**config.mk**
```make
export PLATFORM = sky130hd
export DESIGN_NAME = demosaic_frame_ctrl_flat
export DESIGN_NICKNAME = d
export VERILOG_FILES = /design/src/rtl/demosaic_pkg.sv /design/src/rtl/demosaic_frame_ctrl_if.sv /design/src/rtl/demosaic_frame_ctrl_timing_cnt.sv /design/src/rtl/demosaic_frame_ctrl.sv /design/src/flat_wrapper.sv
export SDC_FILE = /design/constraint.sdc
export NUM_CORES = 1
export LEC_CHECK = 0
export BUFFER_PORTS_ARGS = -buffer_cell sky130_fd_sc_hd__buf_2
export CORE_AREA = 2 2 125 91
export CTS_BUF_LIST = sky130_fd_sc_hd__clkbuf_16
export DETAILED_ROUTE_END_ITERATION = 12
export DIE_AREA = 0 0 127 93
export PLACE_DENSITY = 0.64
export RECOVER_POWER = 50
export SLEW_MARGIN = 40
export SYNTH_ARGS = -nofsm -noshare
export SYNTH_HDL_FRONTEND = slang
export SYNTH_HIERARCHICAL = 1
export SYNTH_SLANG_ARGS = --single-unit
```
**constraint.sdc**
```tcl
create_clock -name clk -period 3.5 [get_ports clk]
set_input_delay 0.175 -clock clk [delete_from_list [all_inputs] [get_ports clk]]
set_output_delay 0.175 -clock clk [all_outputs]
set_load 0.01 [all_outputs]
```
**src/rtl/demosaic_pkg.sv**
```systemverilog
// Shared definitions for the demosaic simulation chain: frame FSM states,
// default VGA 640x480 timing and the Bayer CFA phase encodings used by bayer2rgb.
package demosaic_pkg;

  typedef enum logic [1:0] {
    IDLE  = 2'd0,
    RUN   = 2'd1,
    DRAIN = 2'd2
  } frame_state_t;

  localparam int VGA_H_DISP = 640;
  localparam int VGA_H_FP   = 16;
  localparam int VGA_H_SYNC = 96;
  localparam int VGA_H_BP   = 48;
  localparam int VGA_V_DISP = 480;
  localparam int VGA_V_FP   = 10;
  localparam int VGA_V_SYNC = 2;
  localparam int VGA_V_BP   = 33;

  // Phase is {row[0], col[0]}; names give the colour seen for an RGGB sensor.
  typedef enum logic [1:0] {
    BAYER_RGGB = 2'd0,
    BAYER_GRBG = 2'd1,
    BAYER_GBRG = 2'd2,
    BAYER_BGGR = 2'd3
  } bayer_pattern_t;

  localparam logic [1:0] PHASE_R  = 2'd0;
  localparam logic [1:0] PHASE_GR = 2'd1;
  localparam logic [1:0] PHASE_GB = 2'd2;
  localparam logic [1:0] PHASE_B  = 2'd3;

  function automatic logic [1:0] bayer_phase_of(input logic row0, input logic col0);
    return {row0, col0};
  endfunction

endpackage

```
**src/rtl/demosaic_frame_ctrl_if.sv**
```systemverilog
// Control/raster bundle of demosaic_frame_ctrl; frame_cnt/line_cnt exist only
// when DEMOSAIC_FRAME_CTRL_STATS_EN is defined.
interface demosaic_frame_ctrl_if #(
  parameter int H_DISP = demosaic_pkg::VGA_H_DISP,
  parameter int V_DISP = demosaic_pkg::VGA_V_DISP
);
  localparam int XW = $clog2(H_DISP);
  localparam int YW = $clog2(V_DISP);

  logic          start;
  logic          stop;
  logic [15:0]   frame_num;
  logic          busy;
  logic          frame_done;
  logic          hsync;
  logic          vsync;
  logic          de;
  logic [XW-1:0] pix_x;
  logic [YW-1:0] pix_y;
  logic [1:0]    bayer_phase;
`ifdef DEMOSAIC_FRAME_CTRL_STATS_EN
  logic [15:0]   frame_cnt;
  logic [15:0]   line_cnt;
`endif

  modport master (
    output start, stop, frame_num,
    input  busy, frame_done, hsync, vsync, de, pix_x, pix_y, bayer_phase
`ifdef DEMOSAIC_FRAME_CTRL_STATS_EN
    , frame_cnt, line_cnt
`endif
  );

  modport slave (
    input  start, stop, frame_num,
    output busy, frame_done, hsync, vsync, de, pix_x, pix_y, bayer_phase
`ifdef DEMOSAIC_FRAME_CTRL_STATS_EN
    , frame_cnt, line_cnt
`endif
  );

endinterface

```
**src/rtl/demosaic_frame_ctrl_timing_cnt.sv**
```systemverilog
// Wrap counter over active + front porch + sync + back porch, with region flags.
module timing_cnt #(
  parameter  int DISP = 640,
  parameter  int FP   = 16,
  parameter  int SYNC = 96,
  parameter  int BP   = 48,
  localparam int TOT  = DISP + FP + SYNC + BP,
  localparam int W    = $clog2(TOT),
  localparam int IW   = $clog2(DISP)
) (
  input  logic          clk,
  input  logic          rst,
  input  logic          en_i,
  input  logic          clr_i,
  output logic [IW-1:0] pos_o,
  output logic          last_o,
  output logic          sync_o,
  output logic          active_o
);

  logic [W-1:0] cnt_q, cnt_d;

  always_comb begin
    cnt_d = cnt_q;
    if (clr_i) begin
      cnt_d = '0;
    end else if (en_i) begin
      cnt_d = last_o ? '0 : cnt_q + 1'b1;
    end
  end

  always_ff @(posedge clk or posedge rst) begin
    if (rst) begin
      cnt_q <= '0;
    end else begin
      cnt_q <= cnt_d;
    end
  end

  // Region compares done in int so a sync region ending exactly at TOT cannot overflow W.
  assign last_o   = (int'(cnt_q) == TOT - 1);
  assign sync_o   = (int'(cnt_q) >= DISP + FP) && (int'(cnt_q) < DISP + FP + SYNC);
  assign active_o = (int'(cnt_q) < DISP);
  assign pos_o    = cnt_q[IW-1:0];

endmodule

```
**src/rtl/demosaic_frame_ctrl.sv**
```systemverilog
// Raster frame sequencer (IDLE/RUN/DRAIN) driving hsync/vsync/de, pixel coords and CFA phase.
// Optional statistics outputs enabled by DEMOSAIC_FRAME_CTRL_STATS_EN.
module demosaic_frame_ctrl
  import demosaic_pkg::*;
#(
  parameter int H_DISP = VGA_H_DISP,
  parameter int V_DISP = VGA_V_DISP,
  parameter int H_FP   = VGA_H_FP,
  parameter int H_SYNC = VGA_H_SYNC,
  parameter int H_BP   = VGA_H_BP,
  parameter int V_FP   = VGA_V_FP,
  parameter int V_SYNC = VGA_V_SYNC,
  parameter int V_BP   = VGA_V_BP
) (
  input  logic                  clk,
  input  logic                  rst,
  demosaic_frame_ctrl_if.slave  ctrl_io
);

  localparam int XW = $clog2(H_DISP);
  localparam int YW = $clog2(V_DISP);

  frame_state_t  state_q;
  logic [15:0]   fcnt_q, frame_num_q, fcnt_inc;
  logic          busy_q, frame_done_q, hsync_q, vsync_q, de_q;
  logic [XW-1:0] pix_x_q, pix_x_d, h_pos;
  logic [YW-1:0] pix_y_q, pix_y_d, v_pos;
  logic [1:0]    phase_q, phase_d;
  logic          running, h_last, v_last, h_sync, v_sync, h_active, v_active;
  logic          h_wrap, eof, de_d;

  timing_cnt #(.DISP(H_DISP), .FP(H_FP), .SYNC(H_SYNC), .BP(H_BP)) u_hcnt (
    .clk      (clk),
    .rst      (rst),
    .en_i     (running),
    .clr_i    (!running),
    .pos_o    (h_pos),
    .last_o   (h_last),
    .sync_o   (h_sync),
    .active_o (h_active)
  );

  timing_cnt #(.DISP(V_DISP), .FP(V_FP), .SYNC(V_SYNC), .BP(V_BP)) u_vcnt (
    .clk      (clk),
    .rst      (rst),
    .en_i     (h_wrap),
    .clr_i    (!running),
    .pos_o    (v_pos),
    .last_o   (v_last),
    .sync_o   (v_sync),
    .active_o (v_active)
  );

  assign running  = (state_q != IDLE);
  assign h_wrap   = running && h_last;
  assign eof      = h_wrap && v_last;
  assign fcnt_inc = fcnt_q + 16'd1;
  assign de_d     = h_active && v_active;
  assign pix_x_d  = de_d ? h_pos : '0;
  assign pix_y_d  = de_d ? v_pos : '0;
  assign phase_d  = de_d ? bayer_phase_of(v_pos[0], h_pos[0]) : 2'b00;

  // busy follows the next state so it rises with RUN and drops right after the final EOF.
  always_ff @(posedge clk or posedge rst) begin
    if (rst) begin
      state_q      <= IDLE;
      busy_q       <= 1'b0;
      fcnt_q       <= '0;
      frame_num_q  <= '0;
      frame_done_q <= 1'b0;
      hsync_q      <= 1'b0;
      vsync_q      <= 1'b0;
      de_q         <= 1'b0;
      pix_x_q      <= '0;
      pix_y_q      <= '0;
      phase_q      <= '0;
    end else begin
      case (state_q)
        IDLE: begin
          if (ctrl_io.start) begin
            state_q     <= RUN;
            busy_q      <= 1'b1;
            fcnt_q      <= '0;
            frame_num_q <= ctrl_io.frame_num;
          end
        end
        RUN: begin
          if (eof) begin
            fcnt_q <= fcnt_inc;
            if (((frame_num_q != 16'd0) && (fcnt_inc == frame_num_q)) || ctrl_io.stop) begin
              state_q <= IDLE;
              busy_q  <= 1'b0;
            end
          end else if (ctrl_io.stop) begin
            state_q <= DRAIN;
          end
        end
        DRAIN: begin
          if (eof) begin
            fcnt_q  <= fcnt_inc;
            state_q <= IDLE;
            busy_q  <= 1'b0;
          end
        end
        default: begin
          state_q <= IDLE;
          busy_q  <= 1'b0;
        end
      endcase

      if (running) begin
        frame_done_q <= eof;
        hsync_q      <= h_sync;
        vsync_q      <= v_sync;
        de_q         <= de_d;
        pix_x_q      <= pix_x_d;
        pix_y_q      <= pix_y_d;
        phase_q      <= phase_d;
      end else begin
        frame_done_q <= 1'b0;
        hsync_q      <= 1'b0;
        vsync_q      <= 1'b0;
        de_q         <= 1'b0;
        pix_x_q      <= '0;
        pix_y_q      <= '0;
        phase_q      <= '0;
      end
    end
  end

  assign ctrl_io.busy        = busy_q;
  assign ctrl_io.frame_done  = frame_done_q;
  assign ctrl_io.hsync       = hsync_q;
  assign ctrl_io.vsync       = vsync_q;
  assign ctrl_io.de          = de_q;
  assign ctrl_io.pix_x       = pix_x_q;
  assign ctrl_io.pix_y       = pix_y_q;
  assign ctrl_io.bayer_phase = phase_q;

`ifdef DEMOSAIC_FRAME_CTRL_STATS_EN
  logic [15:0] line_cnt_q;

  // Active lines are counted at the end of each active line since the last start.
  always_ff @(posedge clk or posedge rst) begin
    if (rst) begin
      line_cnt_q <= '0;
    end else if ((state_q == IDLE) && ctrl_io.start) begin
      line_cnt_q <= '0;
    end else if (h_wrap && v_active) begin
      line_cnt_q <= line_cnt_q + 16'd1;
    end
  end

  assign ctrl_io.frame_cnt = fcnt_q;
  assign ctrl_io.line_cnt  = line_cnt_q;
`endif

endmodule

```
**src/flat_wrapper.sv**
```systemverilog
// flat-port wrapper written by rule: the top's interface ports become plain ports
module demosaic_frame_ctrl_flat import demosaic_pkg::*;
#(
  parameter int H_DISP = VGA_H_DISP,
  parameter int V_DISP = VGA_V_DISP,
  parameter int H_FP   = VGA_H_FP,
  parameter int H_SYNC = VGA_H_SYNC,
  parameter int H_BP   = VGA_H_BP,
  parameter int V_FP   = VGA_V_FP,
  parameter int V_SYNC = VGA_V_SYNC,
  parameter int V_BP   = VGA_V_BP
)
  (clk, rst, ctrl_io_start, ctrl_io_stop, ctrl_io_frame_num, ctrl_io_busy, ctrl_io_frame_done, ctrl_io_hsync, ctrl_io_vsync, ctrl_io_de, ctrl_io_pix_x, ctrl_io_pix_y, ctrl_io_bayer_phase);
  demosaic_frame_ctrl_if #(.H_DISP(H_DISP), .V_DISP(V_DISP)) ctrl_io_i ();
  input  logic clk;
  input  logic rst;
  input wire logic [$bits(ctrl_io_i.start)-1:0] ctrl_io_start;
  input wire logic [$bits(ctrl_io_i.stop)-1:0] ctrl_io_stop;
  input wire logic [$bits(ctrl_io_i.frame_num)-1:0] ctrl_io_frame_num;
  output wire logic [$bits(ctrl_io_i.busy)-1:0] ctrl_io_busy;
  output wire logic [$bits(ctrl_io_i.frame_done)-1:0] ctrl_io_frame_done;
  output wire logic [$bits(ctrl_io_i.hsync)-1:0] ctrl_io_hsync;
  output wire logic [$bits(ctrl_io_i.vsync)-1:0] ctrl_io_vsync;
  output wire logic [$bits(ctrl_io_i.de)-1:0] ctrl_io_de;
  output wire logic [$bits(ctrl_io_i.pix_x)-1:0] ctrl_io_pix_x;
  output wire logic [$bits(ctrl_io_i.pix_y)-1:0] ctrl_io_pix_y;
  output wire logic [$bits(ctrl_io_i.bayer_phase)-1:0] ctrl_io_bayer_phase;
  assign ctrl_io_i.start = ctrl_io_start;
  assign ctrl_io_i.stop = ctrl_io_stop;
  assign ctrl_io_i.frame_num = ctrl_io_frame_num;
  assign ctrl_io_busy = ctrl_io_i.busy;
  assign ctrl_io_frame_done = ctrl_io_i.frame_done;
  assign ctrl_io_hsync = ctrl_io_i.hsync;
  assign ctrl_io_vsync = ctrl_io_i.vsync;
  assign ctrl_io_de = ctrl_io_i.de;
  assign ctrl_io_pix_x = ctrl_io_i.pix_x;
  assign ctrl_io_pix_y = ctrl_io_i.pix_y;
  assign ctrl_io_bayer_phase = ctrl_io_i.bayer_phase;
  demosaic_frame_ctrl #(.H_DISP(H_DISP), .V_DISP(V_DISP), .H_FP(H_FP), .H_SYNC(H_SYNC), .H_BP(H_BP), .V_FP(V_FP), .V_SYNC(V_SYNC), .V_BP(V_BP)) u_core (.clk(clk), .rst(rst), .ctrl_io(ctrl_io_i));
endmodule
```
==> summary.txt <==
Layout
  – Layout cells sized above 1: 0.1582
  – Synth-to-layout area growth: 11.67%
  – Final Net Count: 498
  – Final Util: 0.4563
  – Number of fill cells: 1051
  – Finished Layout Cells: 610
  – N_diodes: 0

Logic synthesis
  – Synth cell types: 64
  – Post-synth EDFFs: 0
  – Post-synthesis mux area share: 0.05607
  – Async SR Flop Fraction: 1.000
  – Simple-Gate Fraction of Synth Area: 0.2133
  – Top cell type by total area after synthesis: dfrtp_1
  – Syn. warnings: 6
  – Post-Synth XOR/XNOR Area: 0.05233
  – Yosys reg bits: 78
  – Synth cell count leaders: 78 x dfrtp_1, 36 x nand2_1, 32 x a21oi_1
  – Area share of the largest cell type after synthesis: 0.4485
  – Synthesized area per cell: 9.958 µm²
  – Synth top area cells: dfrtp_1 45%, mux2_2 4.9%, a21oi_1 3.7%, nand2_1 3.1%, and2_1 3.0%
  – Synthesized instance count: 437
  – Syn Nets: 466
  – Synth Flop Type: dfrtp_1
  – Largest family of logic cells by synthesized area: simple AND/OR/NAND/NOR gates
  – Count leader, synth: dfrtp_1
  – Complex-gate fraction of the synthesized area: 0.1403
  – Seq/Total Area, Yosys: 0.4485
  – Mapped Area: 4352 µm²
  – Adder-Cell Fraction of Synth Area: 0.02588

Detailed routing
  – Detailed router's first-iteration violation count: 252
  – DRC: 0
  – Via density: 5.556
  – Via Count: 3389
  – WL/cell: 15.64 µm
  – Routed Antenna Nets: 0
  – Routed WL: 9541 µm
  – Pre-Repair DR Iteration Count: 5

Setup path
  – CP Launch Type: register
  – Setup crit end kind: register
  – CP arrival: 3.04 ns
  – Crit path kind: reg -> reg
  – Critical path required time: 3.71 ns
  – Critical Path Fanout Max: 7

Place
  – Placer Congestion: 0.8457
  – Buffers on Ports: 45
  – Placed Cells: 593
  – Post-DP HPWL: 6737 µm

Clocking
  – Clock slew seen by the registers of the worst setup and hold paths: 0.06 ns
  – TritonCTS Buffers: 9
  – Clock Sinks: 78
  – Buffers from clock root to sink, at most: 2
  – CTS tree: built
  – Skew-Pair Late Insertion Delay: 0.34 ns
  – Clock root buffer: clkbuf_16
  – H-tree Lvls: 3

Floorplan
  – Initial Util: 0.4086
  – Rows: 32
  – Die height: 93 µm
  – Die ar.: 11810 µm²
  – DIE WIDTH: 127 µm
  – I/O Pins: 46
  – Core ar.: 10650 µm²

Power
  – Worst vdd ir: 294.2 µV
  – Pwr/cell area: 688.2 nW/µm²
  – Lkg Pwr: 2.070 nW

Timing
  – Max Fclk: 354.3 MHz
  – Crit share post-route: 0.8065
  – Fin crit period: 2.823 ns
  – Worst-Margin Slew: 2.045 ns
  – Final setup fails: 0
  – Hold Slack: 0.06469 ns
  – Final hold vios: 0
  – Setup_tns: 0 ns
  – Final Max Tran Viols: 45
  – RSZ-0062 raised after global routing: no
  – Worst slew margin: -0.3708
  – Setup Skew: 0.008792 ns

Global routing
  – First-pass GRT wire length: 16370 µm
  – Initial antenna violation count: 0
  – Vias in the first global route: 3160
  – Grt ovf: 0
  – Global Route Usage Sum: 0.1759
  – Largest net degree at the start of global routing: 45

Status
  – Failing checks: max-capacitance violations, max-slew violations
  – Outcome: finished with violations

Job
  – Max cap viols: 1

Hold path
  – Worst hold-check path type: in -> reg
cell type report:
class                      count  area [µm²]  area share
multi-input combinational    309        2126      0.4374
sequential                    78        1952      0.4016
inverter                      20       76.32     0.01571
timing repair buffer          51       235.2     0.04840
clock inverter                 7       75.07     0.01545
tap                          136       170.2     0.03502
clock buffer                   9       225.2     0.04634
worst max-delay path, stage by stage (launching register included):
cell	delay, ns
dfrtp_1	0.44
inv_1	0.13
ha_1	0.15
or3b_2	0.52
nor3_1	0.28
nand3b_1	0.17
nor4_2	0.41
and3_1	0.26
nand3_1	0.10
a21oi_1	0.16
mux2i_1	0.08
through the flow:
step,total power [W],cell area [µm²],setup slack (ns)
floorplan,0.002166,4352,0.9811
detailed placement,0.002414,4588,0.6926
global placement,0.002375,4583,0.8381
finish,0.003344,4860,0.6772
CTS,0.003365,4898,0.6775
global route,0.003579,4860,0.4150
logic make-up after synthesis:
group           count (synthesis)
xor+xnor                       26
compound gates                 96
mux                            22
flops                          78
buf+inv                        50
fa+ha+maj                       9
simple gates                  156
final timing paths:
path	slack (ns)	from	end	cells past startpoint
worst min-delay path	0.06	ctrl_io_frame_num[9]	u_core/frame_num_q[9]$_DFFE_PP0P_	2
worst max register to register	0.68	u_core/u_vcnt/cnt_q[0]$_DFFE_PP0P_	u_core/fcnt_q[15]$_DFFE_PP0P_	10
max in group asynchronous	1.14	rst	u_core/ctrl_io.hsync$_DFF_PP0_	4
min in group asynchronous	0.39	rst	u_core/u_hcnt/pos_o[9]$_DFFE_PP0P_	3
worst min register to register	0.51	u_core/fcnt_q[15]$_DFFE_PP0P_	u_core/fcnt_q[15]$_DFFE_PP0P_	1
worst max-delay path	0.68	u_core/u_vcnt/cnt_q[0]$_DFFE_PP0P_	u_core/fcnt_q[15]$_DFFE_PP0P_	10
layer usage:
metal | share of wire | wire length (µm) | up-vias | track usage
li1 | - | - | 1623 | -
met1 | 0.50 | 4786 | 1660 | 0.2643
met2 | 0.43 | 4125 | 96 | 0.2460
met3 | 0.052 | 494 | 10 | 0.04291
met4 | 0.014 | 134 | 0 | 0.05952
met5 | 0 | 0 | - | 0
state kept, by name, indices dropped and copies added (netlist names), 2 cells and up:
register / count
u_core/ctrl_io.pix_x: 9
u_core/ctrl_io.pix_y: 9
u_core/u_vcnt/cnt_q: 10
u_core/state_q: 2
u_core/fcnt_q: 16
u_core/u_hcnt/pos_o: 10
u_core/frame_num_q: 16
what timing repair did:
action | 4_1_cts | 5_1_grt
buffers inserted | 0 | 0
gates resized for setup | 0 | 0
hold buffers | 1 | 0
endpoints found under the setup margin | 0 | 0
endpoints found under the hold margin | 63 | 0
report_power, final:
part           total, W  switching [W]  internal [W]
Combinational   0.00113       0.000670      0.000457
Sequential      0.00129       0.000220       0.00107
Clock          0.000931       0.000378      0.000553
Total           0.00334        0.00127       0.00208
layout by cell type, fill, tap and decap left out, types with 4 or more instances in the layout:
cell type  netlist  final
a21oi_1         32     32
a31oi_1         14     14
and2_1          21     21
and3_1           7      7
buf_2            2     18
buf_4           12      4
clkbuf_1         8     28
clkbuf_16        0      9
dfrtp_1         78     78
ha_1             9      8
inv_1           20     19
mux2_2          19     19
nand2_1         36     36
nand3_1         15     15
nand4_1         10     10
nor2_1          18     18
nor2b_1          6      6
nor3_1           6      6
nor4_1           4      4
o211ai_1         6      6
o21ai_0         18     18
o31ai_1          5      5
or3_1            4      4
or4_1            4      4
xnor2_1         12     12
xor2_1          14     14
(Power assumes the default switching activity.)
